===== src/rtl/cu_pkg.sv =====
// Shared types and encodings for the parametrised multi-cycle control unit.
package cu_pkg;

  typedef enum logic [2:0] {FETCH, DECODE, EXEC, MEM, WB, HALT} state_t;

  localparam logic [2:0] OP_ADD   = 3'b000;
  localparam logic [2:0] OP_SUB   = 3'b001;
  localparam logic [2:0] OP_MUL   = 3'b010;
  localparam logic [2:0] OP_DIV   = 3'b011;
  localparam logic [2:0] OP_LOAD  = 3'b100;
  localparam logic [2:0] OP_STORE = 3'b101;
  localparam logic [2:0] OP_BEQ   = 3'b110;
  localparam logic [2:0] OP_HALT  = 3'b111;

  localparam logic [1:0] ALU_ADD = 2'b00;
  localparam logic [1:0] ALU_SUB = 2'b01;
  localparam logic [1:0] ALU_MUL = 2'b10;
  localparam logic [1:0] ALU_DIV = 2'b11;

  // R-type opcodes occupy the lower half of the opcode space.
  function automatic logic is_rtype(input logic [2:0] op);
    return ~op[2];
  endfunction

endpackage


===== src/rtl/cu_decode.sv =====
// Instruction field extractor: opcode, register indices and sign-extended offset.
module cu_decode #(
  parameter int DATA_W = 16,
  parameter int REG_AW = 2,
  parameter int ADDR_W = 16
) (
  input  logic [DATA_W-1:0] ir,
  output logic [2:0]        opcode,
  output logic [REG_AW-1:0] rd,
  output logic [REG_AW-1:0] rs1,
  output logic [REG_AW-1:0] rs2,
  output logic [ADDR_W-1:0] off
);

  localparam int OFF_W = DATA_W - 3 - 2*REG_AW;

  logic signed [OFF_W-1:0] off_raw;

  assign opcode  = ir[DATA_W-1 -: 3];
  assign rd      = ir[DATA_W-4 -: REG_AW];
  assign rs1     = ir[DATA_W-4-REG_AW -: REG_AW];
  // rs2 shares its bits with the top of the offset field.
  assign rs2     = ir[OFF_W-1 -: REG_AW];
  assign off_raw = ir[OFF_W-1:0];
  assign off     = ADDR_W'(off_raw);

endmodule


===== src/rtl/cu_multicycle_param.sv =====
// Multi-cycle FETCH/DECODE/EXEC/MEM/WB sequencer with handshaked memory and ALU.
module cu_multicycle_param
  import cu_pkg::*;
#(
  parameter int DATA_W = 16,
  parameter int REG_AW = 2,
  parameter int ADDR_W = 16
) (
  input  logic              Clock,
  input  logic              Reset,
  output logic [ADDR_W-1:0] Mem_Address,
  output logic              Mem_Read_Enable,
  output logic              Mem_Write_Enable,
  output logic [DATA_W-1:0] Mem_Write_Data,
  input  logic [DATA_W-1:0] Mem_Read_Data,
  input  logic              Mem_Ready,
  output logic              RF_Write_Enable,
  output logic [REG_AW-1:0] RF_Write_Address,
  output logic [DATA_W-1:0] RF_Write_Data,
  output logic [REG_AW-1:0] RF_Read_Address1,
  output logic [REG_AW-1:0] RF_Read_Address2,
  input  logic [DATA_W-1:0] RF_Read_Data1,
  input  logic [DATA_W-1:0] RF_Read_Data2,
  output logic [1:0]        ALUOP,
  output logic [DATA_W-1:0] ALU_A,
  output logic [DATA_W-1:0] ALU_B,
  output logic              ALU_Start,
  input  logic [DATA_W-1:0] ALU_Result,
  input  logic              ALU_Done,
  output logic              Halted,
  output logic [ADDR_W-1:0] PC_Out
);

  state_t            state, state_nx;
  logic [DATA_W-1:0] ir, base_q, opb_q, wb_q;
  logic [ADDR_W-1:0] pc, off_q, addr_q, pc_inc;
  logic [2:0]        opcode;
  logic [REG_AW-1:0] rd, rs1, rs2;
  logic [ADDR_W-1:0] off;
  logic              rtype;

  cu_decode #(.DATA_W(DATA_W), .REG_AW(REG_AW), .ADDR_W(ADDR_W)) u_decode (
    .ir(ir), .opcode(opcode), .rd(rd), .rs1(rs1), .rs2(rs2), .off(off)
  );

  assign rtype  = is_rtype(opcode);
  assign pc_inc = pc + ADDR_W'(1);
  assign PC_Out = pc;

  always_ff @(posedge Clock) begin
    if (Reset) begin
      state  <= FETCH;
      pc     <= '0;
      ir     <= '0;
      base_q <= '0;
      opb_q  <= '0;
      off_q  <= '0;
      addr_q <= '0;
      wb_q   <= '0;
    end else begin
      state <= state_nx;
      case (state)
        FETCH:  if (Mem_Ready) ir <= Mem_Read_Data;
        // opb_q holds R[rs2] for R-type, otherwise R[rd] (store data / BEQ compare).
        DECODE: begin
          base_q <= RF_Read_Data1;
          opb_q  <= RF_Read_Data2;
          off_q  <= off;
        end
        EXEC: begin
          if (rtype) begin
            if (ALU_Done) wb_q <= ALU_Result;
          end else if (opcode == OP_BEQ) begin
            pc <= (opb_q == base_q) ? pc_inc + off_q : pc_inc;
          end else begin
            addr_q <= ADDR_W'(base_q) + off_q;
          end
        end
        MEM: begin
          if (Mem_Ready) begin
            if (opcode == OP_LOAD) wb_q <= Mem_Read_Data;
            else                   pc   <= pc_inc;
          end
        end
        WB:      pc <= pc_inc;
        default: ;
      endcase
    end
  end

  always_comb begin
    state_nx         = state;
    Mem_Address      = '0;
    Mem_Read_Enable  = 1'b0;
    Mem_Write_Enable = 1'b0;
    Mem_Write_Data   = '0;
    RF_Write_Enable  = 1'b0;
    RF_Write_Address = '0;
    RF_Write_Data    = '0;
    RF_Read_Address1 = '0;
    RF_Read_Address2 = '0;
    ALUOP            = '0;
    ALU_A            = '0;
    ALU_B            = '0;
    ALU_Start        = 1'b0;
    Halted           = 1'b0;
    case (state)
      FETCH: begin
        Mem_Address     = pc;
        Mem_Read_Enable = 1'b1;
        if (Mem_Ready) state_nx = DECODE;
      end
      DECODE: begin
        RF_Read_Address1 = rs1;
        RF_Read_Address2 = rtype ? rs2 : rd;
        state_nx         = (opcode == OP_HALT) ? HALT : EXEC;
      end
      EXEC: begin
        if (rtype) begin
          ALU_Start = 1'b1;
          ALUOP     = opcode[1:0];
          ALU_A     = base_q;
          ALU_B     = opb_q;
          if (ALU_Done) state_nx = WB;
        end else if (opcode == OP_BEQ) begin
          state_nx = FETCH;
        end else begin
          state_nx = MEM;
        end
      end
      MEM: begin
        Mem_Address = addr_q;
        if (opcode == OP_LOAD) begin
          Mem_Read_Enable = 1'b1;
          if (Mem_Ready) state_nx = WB;
        end else begin
          Mem_Write_Enable = 1'b1;
          Mem_Write_Data   = opb_q;
          if (Mem_Ready) state_nx = FETCH;
        end
      end
      WB: begin
        RF_Write_Enable  = 1'b1;
        RF_Write_Address = rd;
        RF_Write_Data    = wb_q;
        state_nx         = FETCH;
      end
      HALT:    Halted = 1'b1;
      default: state_nx = FETCH;
    endcase
  end

endmodule

===== config.mk =====
export PLATFORM = sky130hd
export DESIGN_NAME = cu_multicycle_param
export DESIGN_NICKNAME = d
export VERILOG_FILES = /design/src/rtl/cu_pkg.sv /design/src/rtl/cu_decode.sv /design/src/rtl/cu_multicycle_param.sv
export SDC_FILE = /design/constraint.sdc
export NUM_CORES = 1
export LEC_CHECK = 0
export ABC_AREA = 1
export CAP_MARGIN = 20
export CORE_MARGIN = 5
export CORE_UTILIZATION = 45
export CTS_CLUSTER_SIZE = 25
export DETAILED_ROUTE_END_ITERATION = 16
export DONT_BUFFER_PORTS = 1
export MAX_ROUTING_LAYER = met4
export SETUP_SLACK_MARGIN = 0.3
export SLEW_MARGIN = 20
export SYNTH_ARGS = -nofsm -noshare
export SYNTH_HDL_FRONTEND = slang
export SYNTH_HIERARCHICAL = 1
export SYNTH_SLANG_ARGS = --single-unit

===== constraint.sdc =====
create_clock -name Clock -period 3.41 [get_ports Clock]
set_clock_uncertainty 0.2 [all_clocks]
set_input_delay 0.341 -clock Clock [delete_from_list [all_inputs] [get_ports Clock]]
set_output_delay 0.341 -clock Clock [all_outputs]
set_load 0.02 [all_outputs]

# Yosys cells after proc, flatten, opt, wreduce, memory -nomap -nowiden
# Index checks and enable logic that the tools add are counted.
dict set report word_totals {
  reg_bits 108
  input_bits 68
  output_inout_bits 109
}
dict set report classes {
  n_addsub 3
  n_eq_ne 18
  n_mux 42
  bitwise 2
  reduce_logical 8
}
# operator n
set ops {}
lappend ops {{$mux W16} 16}
lappend ops {{$pmux W16 S2} 2}
lappend ops {{$pmux W16 S3} 1}
lappend ops {{$add A16 B16 Y16} 2}
lappend ops {{$mux W3} 7}
lappend ops {{$add A16 B1 Y16 const B} 1}
lappend ops {{$eq A16 B16 Y1} 1}
lappend ops {{$ne A2 B2 Y1 const B} 8}
lappend ops {{$eq A3 B3 Y1 const B} 5}
lappend ops {{$pmux W3 S5} 1}
lappend ops {{$mux W2} 7}
lappend ops {{$reduce_and A5 Y1} 2}
lappend ops {{$mux W1} 7}
lappend ops {{$eq A3 B2 Y1 const B} 2}
lappend ops {{$reduce_and A4 Y1} 1}
lappend ops {{$eq A3 B1 Y1 const B} 1}
lappend ops {{$logic_not A3 Y1} 1}
lappend ops {{$ne A3 B3 Y1 const B} 1}
lappend ops {{$reduce_and A3 Y1} 1}
lappend ops {{$reduce_bool A3 Y1} 1}
lappend ops {{$not A1 Y1} 2}
lappend ops {{$pmux W1 S2} 1}
lappend ops {{$reduce_and A2 Y1} 1}
lappend ops {{$reduce_bool A2 Y1} 1}

# Longest topological paths before layout
# Gate-level depths: netlist (run 1).
dict set report depth {
  ltp_word 6
  depth_mapped 21
  ltp_nobuf 21
}

# By module
# Netlist (run 1), hierarchy kept.
# mod instances cells_each area_each_um2
set by_module_without_submodules {}
lappend by_module_without_submodules {cu_multicycle_param 1 1144 7302.0}
lappend by_module_without_submodules {cu_decode 1 25 187.7}

# Worst setup path before layout (run 1)
# OpenSTA, ideal clock, no wires.
dict set report synth_timing {
  path_type {register -> register}
  start {register pc[1], in the netlist PC_Out[1]}
  end {register pc[15], in the netlist PC_Out[15]}
  setup_ps 109
  t_arrival_ps 2498
  required_ps 3101
  path_slack_ps 603
  stages_incl_launch_ff 20
  path_buffers 0
  path_cell_list {dfxtp_1 ha_1 nand3_1 inv_1 nand3_1 nor2_1 inv_1 o21ai_0 inv_1 ha_1 a21oi_1 nand2_1 a21oi_1 nand2_1 nand2_1 nand3_1 nand2_1 nand3_1 nand2_1 inv_1}
}
dict set report synth_between {
  elab_chain_len 6
  elab_cells_between_ends 8
  classes_between {2 x add/sub; 6 x mux}
}
# element line
set synth_rtl {}
lappend synth_rtl {{from (decl)} cu_multicycle_param.sv:36} ;# logic [ADDR_W-1:0] pc, off_q, addr_q, pc_inc;
lappend synth_rtl {{from (signal assigned)} cu_multicycle_param.sv:74} ;# pc <= (opb_q == base_q) ? pc_inc + off_q : pc_inc;
lappend synth_rtl {{from (signal assigned)} cu_multicycle_param.sv:82} ;# else pc <= pc_inc;
lappend synth_rtl {{from (signal assigned)} cu_multicycle_param.sv:85} ;# WB: pc <= pc_inc;
lappend synth_rtl {{$add A16 B1 Y16 *} cu_multicycle_param.sv:47} ;# assign pc_inc = pc + ADDR_W'(1);
lappend synth_rtl {{$add A16 B16 Y16} cu_multicycle_param.sv:74}
lappend synth_rtl {{$mux W16} cu_multicycle_param.sv:74}
lappend synth_rtl {{$mux W16} cu_multicycle_param.sv:73} ;# end else if (opcode == OP_BEQ) begin
lappend synth_rtl {{$mux W16} cu_multicycle_param.sv:71} ;# if (rtype) begin
lappend synth_rtl {{$pmux W16 S3 *} cu_multicycle_param.sv:62} ;# case (state)
# Every way passes the cells marked *; elsewhere a longest branch is shown, timed or not. The select of a mux whose other input is x is not followed.
# A chain may end at the register's enable or synchronous reset.

# Worst setup path in the final report (run 1)
# Ends and elaborated chain as after synthesis.

==> flow_summary.yaml, run 1 <==
timing:
  fin_crit_sh: 0.829
  finalHoldViolCount: 0
  hold_slack_ps: 15.0
  drv_slew: 0
  fin_setup_tns_ps: 0
  relSlewSlack: 0.410
  tightest_slew_ps: 882
  rsz0062_at_grt: "true"
  setup_violations: 0
  period_minus_slack_ps: 2830
  clock.fmax_ghz: 0.354
setup_path:
  required_ps: 3530
  crit_family: "simple AND/OR/NAND/NOR gates"
  reg2reg_depth: 18
  cp_common_cell: "nand2_1"
  path_class: "reg2reg"
  worst-path-stages: 18
  crit_arrival_ps: 2950
  crit_chain: "ha_2 > nand3_2 > inv_2 > nand3_1 > nor2_2 > nand3_1 > xor2_2 > ha_1 > a21oi_1 > nand2_1 > a21oi_1 > nand2_1 > nand2_1 > nand3_1 > nand2_1 > nand3_1 > nand2_1 > inv_1"
  path_max_fanout: 4
  critPathSlowestCell: "dfxtp_1"
  path_buf_inv: 2
  cp-end-kind: "flip-flop"
  crit_path_start_kind: "flip-flop"
  critPathMaxStageDelay_ps: 350
power_and_ir_drop:
  power_uw: 8120
  peakVddDrop_v: 0.000553
  power.density_nw_per_um2: 927
  total_leakage_power_uw: 0.00399
yosys:
  synth_edf_count: 0
  ys_warn_count: 6
  synth_area_leader_cell: "dfxtp_1"
  synth-adder-area-share: 0.0638
  synthMuxAreaShare: 0
  netlist_top_cells_count: "213 x nand2_1, 180 x inv_1, 151 x nor2_1"
  ys_top_cells_by_area: "dfxtp_1 31%, nand2_1 11%, inv_1 9.0%"
  seq_area_frac_synth: 0.307
  ys_seq_elements: 115
  synth_compound_area_frac: 0.193
  avgSynthCellArea_um2: 6.41
  synth_async_sr_flop_share: 0
  yosysTopAreaCellShare: 0.307
  synthSimpleGateAreaFrac: 0.253
  synthFlopType: "dfxtp_1"
  synth_nets: 1274
  syn_inst: 1169
  netlist_area_um2: 7490
  synth_cell_types: 37
  synthXorXnorAreaFrac: 0.0351
  synth_most_common_cell: "nand2_1"
  synth_top_family_by_area: "simple AND/OR/NAND/NOR gates"
cts:
  cts_tree: "yes"
  post-cts-setup-buffers: 0
  htreeDepth: 4
  clk_latency_ps: 430
  cts_sinks: 115
  clk_pin_slew_ps: 60
  cts_buffers: 17
  cts_max_path_buffers: 2
  root_buffer: "clkbuf_16"
finish:
  layout.cells.non_filler: 1421
  drive_gt1_frac: 0.0841
  diodes: 0
  synthToLayoutAreaGrowth_pct: 17.0
  nets: 1294
floorplanning:
  rows: 47
  die_x_um: 139
  fp.dieH_um: 139
  initial_utilization: 0.455
  pin_count: 177
  core_um2: 16500
  die_area_um2: 19300
placement:
  placed_cells: 1340
  hpwl_um: 17400
  place_congestion: 0.921
  portBuffers: 0
drt:
  routedWlPerCell_um: 16.5
  drcViolationCount: 0
  via_count: 7423
  via_per_inst: 5.22
  drtIter0Drc: 507
  drt_wl_total_um: 23400
  dr.pass1.iters: 5
  ant_nets: 0
global_routing:
  grt_pass1_vias: 7113
  grt_pass1_wl_um: 37000
  overflow: 0
  grt_max_degree: 57
  grt.total_usage: 0.245
  grt_antenna_before_repair: 0
hold_path:
  hold_path_class: "in2reg"
  min_path_cells: 3
outcome:
  status: "finished clean"
run:
  drv_cap: 0
## placed cells by master, fill, tap and decap left out, types with 22 or more instances in the layout
cell | netlist | routed
nand2_1 | 213 | 212
inv_1 | 180 | 177
nor2_1 | 151 | 148
a21oi_1 | 124 | 122
o21ai_0 | 117 | 117
dfxtp_1 | 115 | 111
nand3_1 | 51 | 50
dlygate4sd3_1 | 0 | 50
ha_1 | 35 | 31
buf_4 | 27 | 22
## per-stage QoR
step | setup WS, ps | util | area [um2]
CTS | 344 | 0.526 | 8660
global route | 270 | 0.532 | 8760
global placement | 407 | 0.458 | 7540
detailed placement | 364 | 0.458 | 7540
floorplan | 603 | - | 7490
finish | 583 | 0.532 | 8760
## path summary, 6_finish.rpt
kind           endpoint  slack, ps      start
max          PC_Out[15]        580  PC_Out[1]
min            state[0]         20  Mem_Ready
max reg2reg  PC_Out[15]        580  PC_Out[1]
min reg2reg       ir[6]        250      ir[6]
## flip-flops by register name, indices dropped and copies added (netlist names)
name / flops
PC_Out: 16
addr_q: 16
base_q: 16
ir: 16
off_q: 16
opb_q: 16
wb_q: 16
state: 3
## repair_timing
action                                  CTS  global route
resized for setup                         0            25
endpoints found under the setup margin    0             9
endpoints found under the hold margin    67             0
hold buffers                             50             0
## final cells by class
class	instances	area [um2]
inverter	184	691
clock inverter	14	200
clock buffer	17	425
sequential	115	2310
timing repair buffer	73	686
fill	1683	7700
multi-input combinational	798	4180
tap	220	275
## routing by layer
layer  vias to the layer above  wire length, um  track usage  share of wire
met5                         -                0            -              0
met1                      3358            10600        0.317           0.45
met3                        32             1660       0.0497          0.071
met4                         0              520       0.0814          0.022
met2                       269            10700        0.386           0.45
li1                       3764                -            -              -
## worst register-to-register path, delay by kind of cell (launching register included)
| family | cells | cell delay (ps) |
|---|---|---|
| and+or+nand+nor | 11 | 960 |
| adders and majority gates | 2 | 550 |
| DFF | 1 | 350 |
| AOI/OAI and AO/OA | 2 | 340 |
| xor gates and xnor gates | 1 | 170 |
| buffers and inverters | 2 | 140 |
## where the power goes
group          leakage (uW)  internal (uW)  switching [uW]
clock              0.000302           1230             704
sequential         0.000944           1870             625
combinational       0.00274           1240            2450
## logic make-up after synthesis
kind of cell	count (synthesis)
and+or+nand+nor	455
AOI/OAI and AO/OA	276
buffers and inverters	256
DFF	115
adders and majority gates	37
xor gates and xnor gates	30
Note: power is estimated with default switching activity, not from simulation.
==> run 2, diff against run 1 <==
clock period = 2.9 ns   (was 3.41 ns; I/O delays follow)
==> run 2 against run 1 <==
Effect of this change: register-to-register slack worse by 350 ps; worst setup slack got worse by 350 ps; clock power is 12% higher; critical path depth is 1 higher; largest power group unchanged.
==> flow_summary.yaml, run 2 (synthesis results as in run 1) <==
outcome:
  status: "finished clean"
setup_path:
  required_ps: 3010
  reg2reg_to: "PC_Out[15]"
  reg2reg_depth: 19
  crit_arrival_ps: 2780
  cp-end-kind: "flip-flop"
  path_class: "reg2reg"
  setup.worst_path.start: "PC_Out[2]"
  r2r_slack_ps: 230
  crit_path_start_kind: "flip-flop"
  endpoint: "PC_Out[15]"
  path_max_fanout: 5
  reg2reg_from: "PC_Out[2]"
cts:
  clk_pin_slew_ps: 60
  cts_buffers: 17
  cts_tree: "yes"
  root_buffer: "clkbuf_16"
  cts_max_path_buffers: 2
  htreeDepth: 4
  clk_latency_ps: 420
  cts_sinks: 115
finish:
  final_cell_mix: "193 x nand2_1, 171 x inv_1, 142 x nor2_1"
  multi_input_area_um2: 4530
  synthToLayoutAreaGrowth_pct: 33.0
  final_common_cell: "nand2_1"
  drive_gt1_frac: 0.173
  fillers: 1504
  nets: 1391
  seq_area_um2: 2320
timing:
  drv_slew: 0
  fin_crit_sh: 0.920
  finalHoldViolCount: 0
  tightest_slew_ps: 713
  relSlewSlack: 0.519
  rsz0062_at_grt: "true"
  fin_setup_tns_ps: 0
  period_minus_slack_ps: 2670
  hold_slack_ps: 15.8
  clock.fmax_ghz: 0.375
  setup_violations: 0
run:
  drv_cap: 0
power_and_ir_drop:
  switching_share: 0.461
  p_int_uw: 5580
  peakVddDrop_v: 0.000533
  netSwitchingPower_uw: 4780
  total_leakage_power_uw: 0.00451
  p_clk_frac: 0.209
  p_seq_frac: 0.278
  power.density_nw_per_um2: 1040
  comb_power_share: 0.513
floorplanning:
  rows: 47
  pin_count: 177
  fp.dieH_um: 139
  die_area_um2: 19300
  core_um2: 16500
  initial_utilization: 0.455
  die_x_um: 139
placement:
  hpwl_um: 17400
  portBuffers: 0
  place_congestion: 0.927
global_routing:
  grt_max_degree: 50
  grt.total_usage: 0.255
  overflow: 0
  grt_pass1_vias: 7506
  grt_pass1_wl_um: 39000
  grt_antenna_before_repair: 0
drt:
  via_count: 7857
  dr.pass1.iters: 5
  via_per_inst: 5.17
  drt_wl_total_um: 24500
  ant_nets: 0
  drcViolationCount: 0
  drtIter0Drc: 528
  routedWlPerCell_um: 16.1
hold_path:
  min_path_cells: 3
  hold_path_class: "in2reg"
-- run 2: changes by cell type in the layout (fill, tap and decap cells not counted), moves of 5 or more --
cell,delta
ha_4,+9
inv_1,-6
a21oi_1,-6
o21ai_0,-5
ha_1,-7
nor2_1,-6
dlygate4sd3_1,+35
nand2_1,-19
nand3_1,-7
a21oi_2,+5
buf_4,+59
nand2_2,+18
-- run 2: worst min path at each step --
| stage | to | start | slack (ps) |
|---|---|---|---|
| CTS | PC_Out[1] | Reset | -190 |
| detailed placement | state[0] | Reset | 170 |
| global placement | state[2] | Reset | 170 |
| floorplan | ir[0] | ir[0] | 220 |
| finish | opb_q[15] | Reset | 20 |
| global route | state[1] | ALU_Done | 30 |
-- run 2: area by class of cell --
| cell class | count | share of cell area |
|---|---|---|
| antenna | 1 | 0.000251 |
| clock buffer | 18 | 0.0441 |
| clock inverter | 14 | 0.0172 |
| inverter | 184 | 0.0698 |
| multi-input combinational | 798 | 0.455 |
| sequential | 115 | 0.233 |
| tap | 220 | 0.0276 |
| timing repair buffer | 170 | 0.154 |
-- run 2: worst max-delay path, cell delays in order, from the launching register on --
cell	delay, ps
dfxtp_4	370
nand2_2	70
nor2_4	150
buf_12	120
nand2_8	60
nor3_4	170
xor2_1	230
ha_1	310
nand2_2	100
inv_1	40
nand2_1	60
nand2_1	60
a21oi_2	150
nand2_2	60
nand2_2	70
nand3_2	70
nand2_1	80
nand3_1	60
nand2_1	80
inv_1	30
-- run 2: routing by layer --
layer | up-vias | part of all wire | GRT usage
li1 | 3950 | - | -
met1 | 3592 | 0.44 | 0.325
met2 | 276 | 0.46 | 0.403
met3 | 39 | 0.075 | 0.0672
met4 | 0 | 0.022 | 0.0700
met5 | - | 0 | -
-- run 2: metrics by stage --
| step | std cells | area (um2) | util | total power (uW) | setup slack [ps] |
|---|---|---|---|---|---|
| detailed placement | 1380 | 7890 | 0.479 | 7400 | 2.01 |
| finish | 1520 | 9960 | 0.605 | 10400 | 232 |
| global placement | 1380 | 7890 | 0.479 | 7360 | 63.3 |
| CTS | 1508 | 9590 | 0.583 | 9990 | 269 |
| floorplan | 1169 | 7530 | - | 6100 | 302 |
| global route | 1519 | 9960 | 0.605 | 11100 | 111 |
-- run 2: what timing repair did --
action / 4_1_cts / 5_1_grt
gates cloned: 0 / 0
resized for setup: 36 / 65
buffers inserted: 12 / 10
endpoints found under the hold margin: 78 / 6
pin swaps: 10 / 42
endpoints found under the setup margin: 13 / 41
hold buffers: 84 / 1
-- run 2: power groups by stage --
stage	combinational [uW]	sequential (uW)	clock, uW
6_report	5320	2880	2160
5_1_grt	5900	2960	2270
4_1_cts	4950	2850	2190
3_5_place_dp	4540	2850	0
3_3_place_gp	4520	2850	0
2_1_floorplan	3350	2750	0
